**config.mk**
```make
export PLATFORM = sky130hd
export DESIGN_NAME = fifo_stream_reader
export DESIGN_NICKNAME = d
export VERILOG_FILES = /design/src/rtl/fifo_stream_reader.sv
export SDC_FILE = /design/constraint.sdc
export NUM_CORES = 1
export LEC_CHECK = 0
export ABC_AREA = 1
export CAP_MARGIN = 40
export CORE_ASPECT_RATIO = 0.7
export CORE_MARGIN = 3
export CORE_UTILIZATION = 45
export CTS_CLUSTER_SIZE = 14
export DETAILED_ROUTE_END_ITERATION = 6
export GPL_TIMING_DRIVEN = 0
export PLACE_DENSITY = 0.71
export REMOVE_ABC_BUFFERS = 1
export SYNTH_ARGS = -nofsm -noshare
export SYNTH_HDL_FRONTEND = slang
export SYNTH_SLANG_ARGS = --single-unit
export TNS_END_PERCENT = 1
```
**constraint.sdc**
```tcl
create_clock -name clk -period 3.4 [get_ports clk]
set_input_delay 0.51 -clock clk [delete_from_list [all_inputs] [get_ports clk]]
set_output_delay 0.51 -clock clk [all_outputs]
set_load 0.05 [all_outputs]
```
**src/rtl/fifo_stream_reader.sv**
```systemverilog
// Drains a synchronous FIFO into a valid/ready stream through a 3-entry skid buffer.
// Latency: r_en in cycle t -> m_valid in t+2; back-pressure stalls r_en once buffered + in-flight words reach 3.
module fifo_stream_reader #(
    parameter int WIDTH = 8,
    parameter int CNT_W = 16
) (
    input  logic             clk,
    input  logic             rst_n,
    input  logic             en,
    input  logic             empty,
    input  logic [WIDTH-1:0] data_out,
    output logic             r_en,
    output logic             m_valid,
    output logic [WIDTH-1:0] m_data,
    input  logic             m_ready,
    output logic             idle,
    output logic [CNT_W-1:0] word_cnt
);

    logic [WIDTH-1:0] buf_q [3];
    logic [WIDTH-1:0] buf_d [3];
    logic [1:0]       head_q, head_d;
    logic [1:0]       tail_q, tail_d;
    logic [1:0]       occ_q, occ_d;
    logic             inflight_q, inflight_d;
    logic [CNT_W-1:0] word_cnt_q, word_cnt_d;
    logic [2:0]       credit_used;
    logic             push;
    logic             pop;

    function automatic logic [1:0] ptr_inc(input logic [1:0] p);
        return (p == 2'd2) ? 2'd0 : p + 2'd1;
    endfunction

    always_comb begin
        // Every word either buffered or still coming back from the FIFO holds a slot.
        credit_used = {1'b0, occ_q} + {2'b00, inflight_q};
        r_en        = rst_n && en && !empty && (credit_used < 3'd3);
        m_valid     = (occ_q != 2'd0);
        m_data      = buf_q[head_q];
        idle        = (occ_q == 2'd0) && !inflight_q;
        word_cnt    = word_cnt_q;
        push        = inflight_q;
        pop         = m_valid && m_ready;

        buf_d       = buf_q;
        head_d      = head_q;
        tail_d      = tail_q;
        occ_d       = occ_q;
        inflight_d  = r_en;
        word_cnt_d  = word_cnt_q;

        if (push) begin
            buf_d[tail_q] = data_out;
            tail_d        = ptr_inc(tail_q);
        end
        if (pop) begin
            head_d     = ptr_inc(head_q);
            word_cnt_d = word_cnt_q + CNT_W'(1);
        end
        case ({push, pop})
            2'b10:   occ_d = occ_q + 2'd1;
            2'b01:   occ_d = occ_q - 2'd1;
            default: occ_d = occ_q;
        endcase
    end

    always_ff @(posedge clk) begin
        if (!rst_n) begin
            buf_q      <= '{default: '0};
            head_q     <= 2'd0;
            tail_q     <= 2'd0;
            occ_q      <= 2'd0;
            inflight_q <= 1'b0;
            word_cnt_q <= '0;
        end else begin
            buf_q      <= buf_d;
            head_q     <= head_d;
            tail_q     <= tail_d;
            occ_q      <= occ_d;
            inflight_q <= inflight_d;
            word_cnt_q <= word_cnt_d;
        end
    end

    always_ff @(posedge clk) begin
        if (rst_n) begin
            assert (!(push && !pop && (occ_q == 2'd3)));
        end
    end

endmodule

```
* Yosys cells after proc, flatten, opt, wreduce, memory -nomap -nowiden
Index checks and enable logic that the tools add are counted.
** Storage, ports and cells
- Logic and storage cells :: 44
- Bits in registers :: 47
- Bits of input ports :: 13
- Output and inout port bits :: 27
** Cells by class
- $lt $le $gt $ge :: 4
- Add/subtract/negate cells :: 6
- Mux-type cells :: 9
- Bitwise operators :: 2
- Reductions and logical operators :: 11
- Eq/ne operators :: 4
** Operators by type and width (number)
- 24-bit bitwise mux :: 1
- 8-bit 2-to-1 mux :: 3
- 16-bit by 1-bit adder with 16-bit output, second input constant :: 1
- 8-bit binary-select mux with 2-bit select :: 1
- 8-bit demux with 2-bit select :: 1
- 2-bit by 1-bit adder with 2-bit output, second input constant :: 3
- 2-bit == test, second input constant :: 3
- 3-bit >= comparator, second input constant :: 2
- 1-bit logical AND :: 6
- 2-bit inverter with 3-bit output :: 2
- 2-bit 2-to-1 mux :: 2
- 2-bit one-hot mux with 2 select lines :: 1
- 2-bit nonzero test :: 2
- 2-bit by 1-bit adder with 3-bit output :: 1
- 3-bit by 1-bit less-than comparator with 1-bit output, second input constant :: 1
- 3-bit by 2-bit less-than comparator with 1-bit output, second input constant :: 1
- 2-bit by 1-bit == test with 1-bit output, second input constant :: 1
- 1-bit zero test :: 2
- 2-bit zero test :: 1
- 2-bit by 1-bit subtractor with 2-bit output, second input constant :: 1

* Depth between registers and ports, before layout
- Word-level depth :: 6
- Gate-level depth with buffers :: 8
- Gate-level depth less buffers :: 8

* Worst setup path after synthesis
No wires, ideal clock.
- Path kind :: flip-flop to output port
- Start :: reg occ_q[0]
- End :: out r_en
- Path buffers :: 0
- Required time :: 2.890 ns
- Cell stages (with the launch flop) :: 4
- Arrival time :: 3.288 ns
- Slack :: -0.398 ns
- Path through :: dfxtp_1 > ha_1 > ha_1 > a2111oi_0
** Between the ends
- Word-level cells in the longest chain between the ends :: 3
** RTL lines
- from (decl) :: RTL line 24 : logic [1:0] occ_q, occ_d;
- from (signal assigned) :: RTL line 73 : occ_q <= 2'd0;
- from (signal assigned) :: RTL line 80 : occ_q <= occ_d;
- 2-bit by 1-bit adder with 3-bit output :: RTL line 37 : credit_used = {1'b0, occ_q} + {2'b00, inflight_q};
- 3-bit by 2-bit less-than comparator with 1-bit output :: RTL line 38 : r_en = rst_n && en && !empty && (credit_used < 3'd3);
- 1-bit logical AND :: RTL line 38
- to (decl) :: RTL line 12 : output logic r_en,
Every way passes these cells.

* Final worst setup path
- Start :: in rst_n
- End :: out r_en
** Between the ends
- Word-level cells in the longest chain between the ends :: 3
** RTL lines
- from (decl) :: RTL line 8 : input logic rst_n,
- 1-bit logical AND (3 in series) :: RTL line 38
Every way passes these cells.

==> impl_metrics.ini <==
[status]
status = finished, final reports clean

[global_routing]
track_usage_pct = 18.3
grt_pass1_wl_um = 8190
overflow = 0
antenna_found_initial = 0
grt_start_max_net_pins = 27
grt_pass1_vias = 1752

[setup_path]
rrSetupSlack_ns = 1.88
critical-path-top-delay-family = buffers and inverters
cp.arrival_ns = 2.61
critical_path.max_stage_delay_ns = 0.88
start_kind = input pin
critPathBufInv = 4
cp_max_fo = 26
critPathKind = in2out
cpMaxStageDelayCell = clkdlybuf4s50_1
cp_data_required_time_ns = 2.89
crit_chain = clkdlybuf4s50_1 -> buf_8 -> buf_8 -> nand2_1 -> a2111oi_0 -> clkdlybuf4s50_1
endpoint_kind = primary output

[floorplanning]
die_h_um = 63.5
num_rows = 20
core-area_mm2 = 0.00445
initial_core_util_pct = 47.8
die_x_um = 88.2
fp.dieArea_mm2 = 0.00560
io_pins = 40

[cts]
post_cts_buffers = 0
h-tree-depth = 2
clk_pin_slew_ns = 0.08
cts_max_path_buffers = 2
cts_resized = 0
cts_buffers = 5
cts_tree = done
cts.sinks = 47
insertion_delay_ns = 0.29
root_buffer = clkbuf_8
ctsHoldBuffers = 0

[timing]
hold_viol_final = 0
maxSlewViolCount = 0
worst_slew_pin_slew_ns = 0.646
whs_ns = 0.445
skew_ns = 0.00760
relSlewSlack_pct = 56.8
fin_crit_sh_pct = 91.7
finalSetupViolCount = 0
rsz0062_at_grt = false
fmax_mhz = 321
finalCriticalPeriod_ns = 3.12

[synthesis]
ys_seq_area_share_pct = 44.2
ys_seq_elements = 47
ys_warn_count = 0
syn_area_mm2 = 0.00213
synth_area_leader_cell = dfxtp_1
synth_top_area_share_pct = 44.2
yosysUniqueCellTypes = 23
syn_inst = 305
avgSynthCellArea_um2 = 6.98
synthTopCellsByArea = dfxtp_1 44%, nand2_1 10%, nor2_1 9.9%, o21ai_0 8.0%, inv_1 6.2%

[finish]
n_antenna_cell = 0
fin_util_pct = 60.4
drive_gt1_share_pct = 6.61
nets = 364
final_cell_area_mm2 = 0.00269
area_delta_synth_final_pct = 26.5

[route]
routed_wirelength_um = 4550
vias = 1934
ant_nets = 0
wire_per_inst_um = 11.3
drtIter0Drc = 112
drcViolationCount = 0
via_per_inst = 4.80
first_pass_iters = 4

[placement]
placed_cell_area_mm2 = 0.00259
port_buffers = 39
routabilityCongestion = 0.780
dp_hpwl_um = 3400

[power]
power_density_mw_per_mm2 = 422
power_leakage_uw = 0.00107
irDropWorstVdd_mv = 0.282

[hold_path]
hold_path_class = reg2reg

[job]
cap_viol_max_count = 0
## final cells by class
| class | count | area, um2 |
|---|---|---|
| inverters | 36 | 135 |
| repair buffers | 41 | 420 |
| well taps | 55 | 68.8 |
| multi-input cells | 216 | 1030 |
| fillers | 433 | 1760 |
| flip-flops and latches | 47 | 941 |
| clock buffers | 8 | 100 |
## metal layers
layer	routed length [um]	share of wire, %	vias up	GRT usage [%]
met2	1840	40	33	24.8
met4	16	0.35	0	3.96
met3	182	4.0	2	4.05
met5	0	0	-	0
li1	-	-	1060	-
met1	2510	55	839	28.8
## worst paths after layout
path              startpoint        end  cells past startpoint
setup / recovery       rst_n       r_en                      6
hold / removal     buf_q[10]  buf_q[10]                      2
hold reg to reg    buf_q[10]  buf_q[10]                      2
setup reg to reg    occ_q[0]   occ_q[1]                      7
## kinds of logic after synthesis
group / share of synthesized area (%)
compound gates: 15.6
fa+ha+maj: 2.35
buf+inv: 7.58
flops: 44.2
simple gates: 30.2
## cell usage after synthesis
| library cell | count |
|---|---|
| a2111oi_0 | 2 |
| nand3_1 | 22 |
| nand3_2 | 1 |
| nor2_4 | 1 |
| nand2_4 | 1 |
| nor2_8 | 1 |
| nor2_2 | 6 |
| nor2_1 | 56 |
| o21ai_0 | 34 |
| ha_1 | 4 |
| nand2_2 | 3 |
| dfxtp_1 | 47 |
| inv_1 | 35 |
| inv_2 | 1 |
| clkbuf_2 | 1 |
| o21a_1 | 1 |
| buf_1 | 1 |
| buf_2 | 2 |
| a21oi_1 | 24 |
| clkbuf_1 | 2 |
| o21bai_1 | 1 |
| o21ai_1 | 2 |
| nand2_1 | 57 |
## power breakdown
group          internal [uW]  total, uW  switching, uW
Combinational           67.8        195            127
Sequential               567        580           13.4
Clock                    186        362            176
## state kept, by name (all words and copies together) (netlist names)
signal and flops:
buf_q 24, word_cnt 16, head_q 2, occ_q 2, tail_q 2, inflight_q 1
## placed cells by master, fill, tap and decap left out, drive strengths merged
cell type | netlist | final
nor2 | 64 | 64
inv | 36 | 36
dfxtp | 47 | 47
nand3 | 23 | 23
o21a | 1 | 1
a21oi | 24 | 24
ha | 4 | 4
o21bai | 1 | 1
o21ai | 36 | 36
clkbuf | 3 | 8
clkdlybuf4s50 | 0 | 39
a2111oi | 2 | 2
nand2 | 61 | 61
buf | 3 | 2
## stage by stage
step	setup TNS (ns)	setup WS, ns	total power, uW	std cells
2_1_floorplan	-0.398	-0.398	714	299
3_3_place_gp	-0.385	-0.385	784	393
3_5_place_dp	0	0.286	788	395
4_1_cts	0	0.253	1150	403
5_1_grt	0	0.159	1200	403
6_report	0	0.283	1140	403
## worst register-to-register path: cells and delay by family, from the launching register on
| family | cells | cell delay, ns |
|---|---|---|
| AO/OA/AOI/OAI | 4 | 0.43 |
| adder cells (fa/ha/maj) | 1 | 0.29 |
| flip-flops | 1 | 0.42 |
| AND/OR/NAND/NOR | 2 | 0.27 |
(Power assumes the default switching activity.)
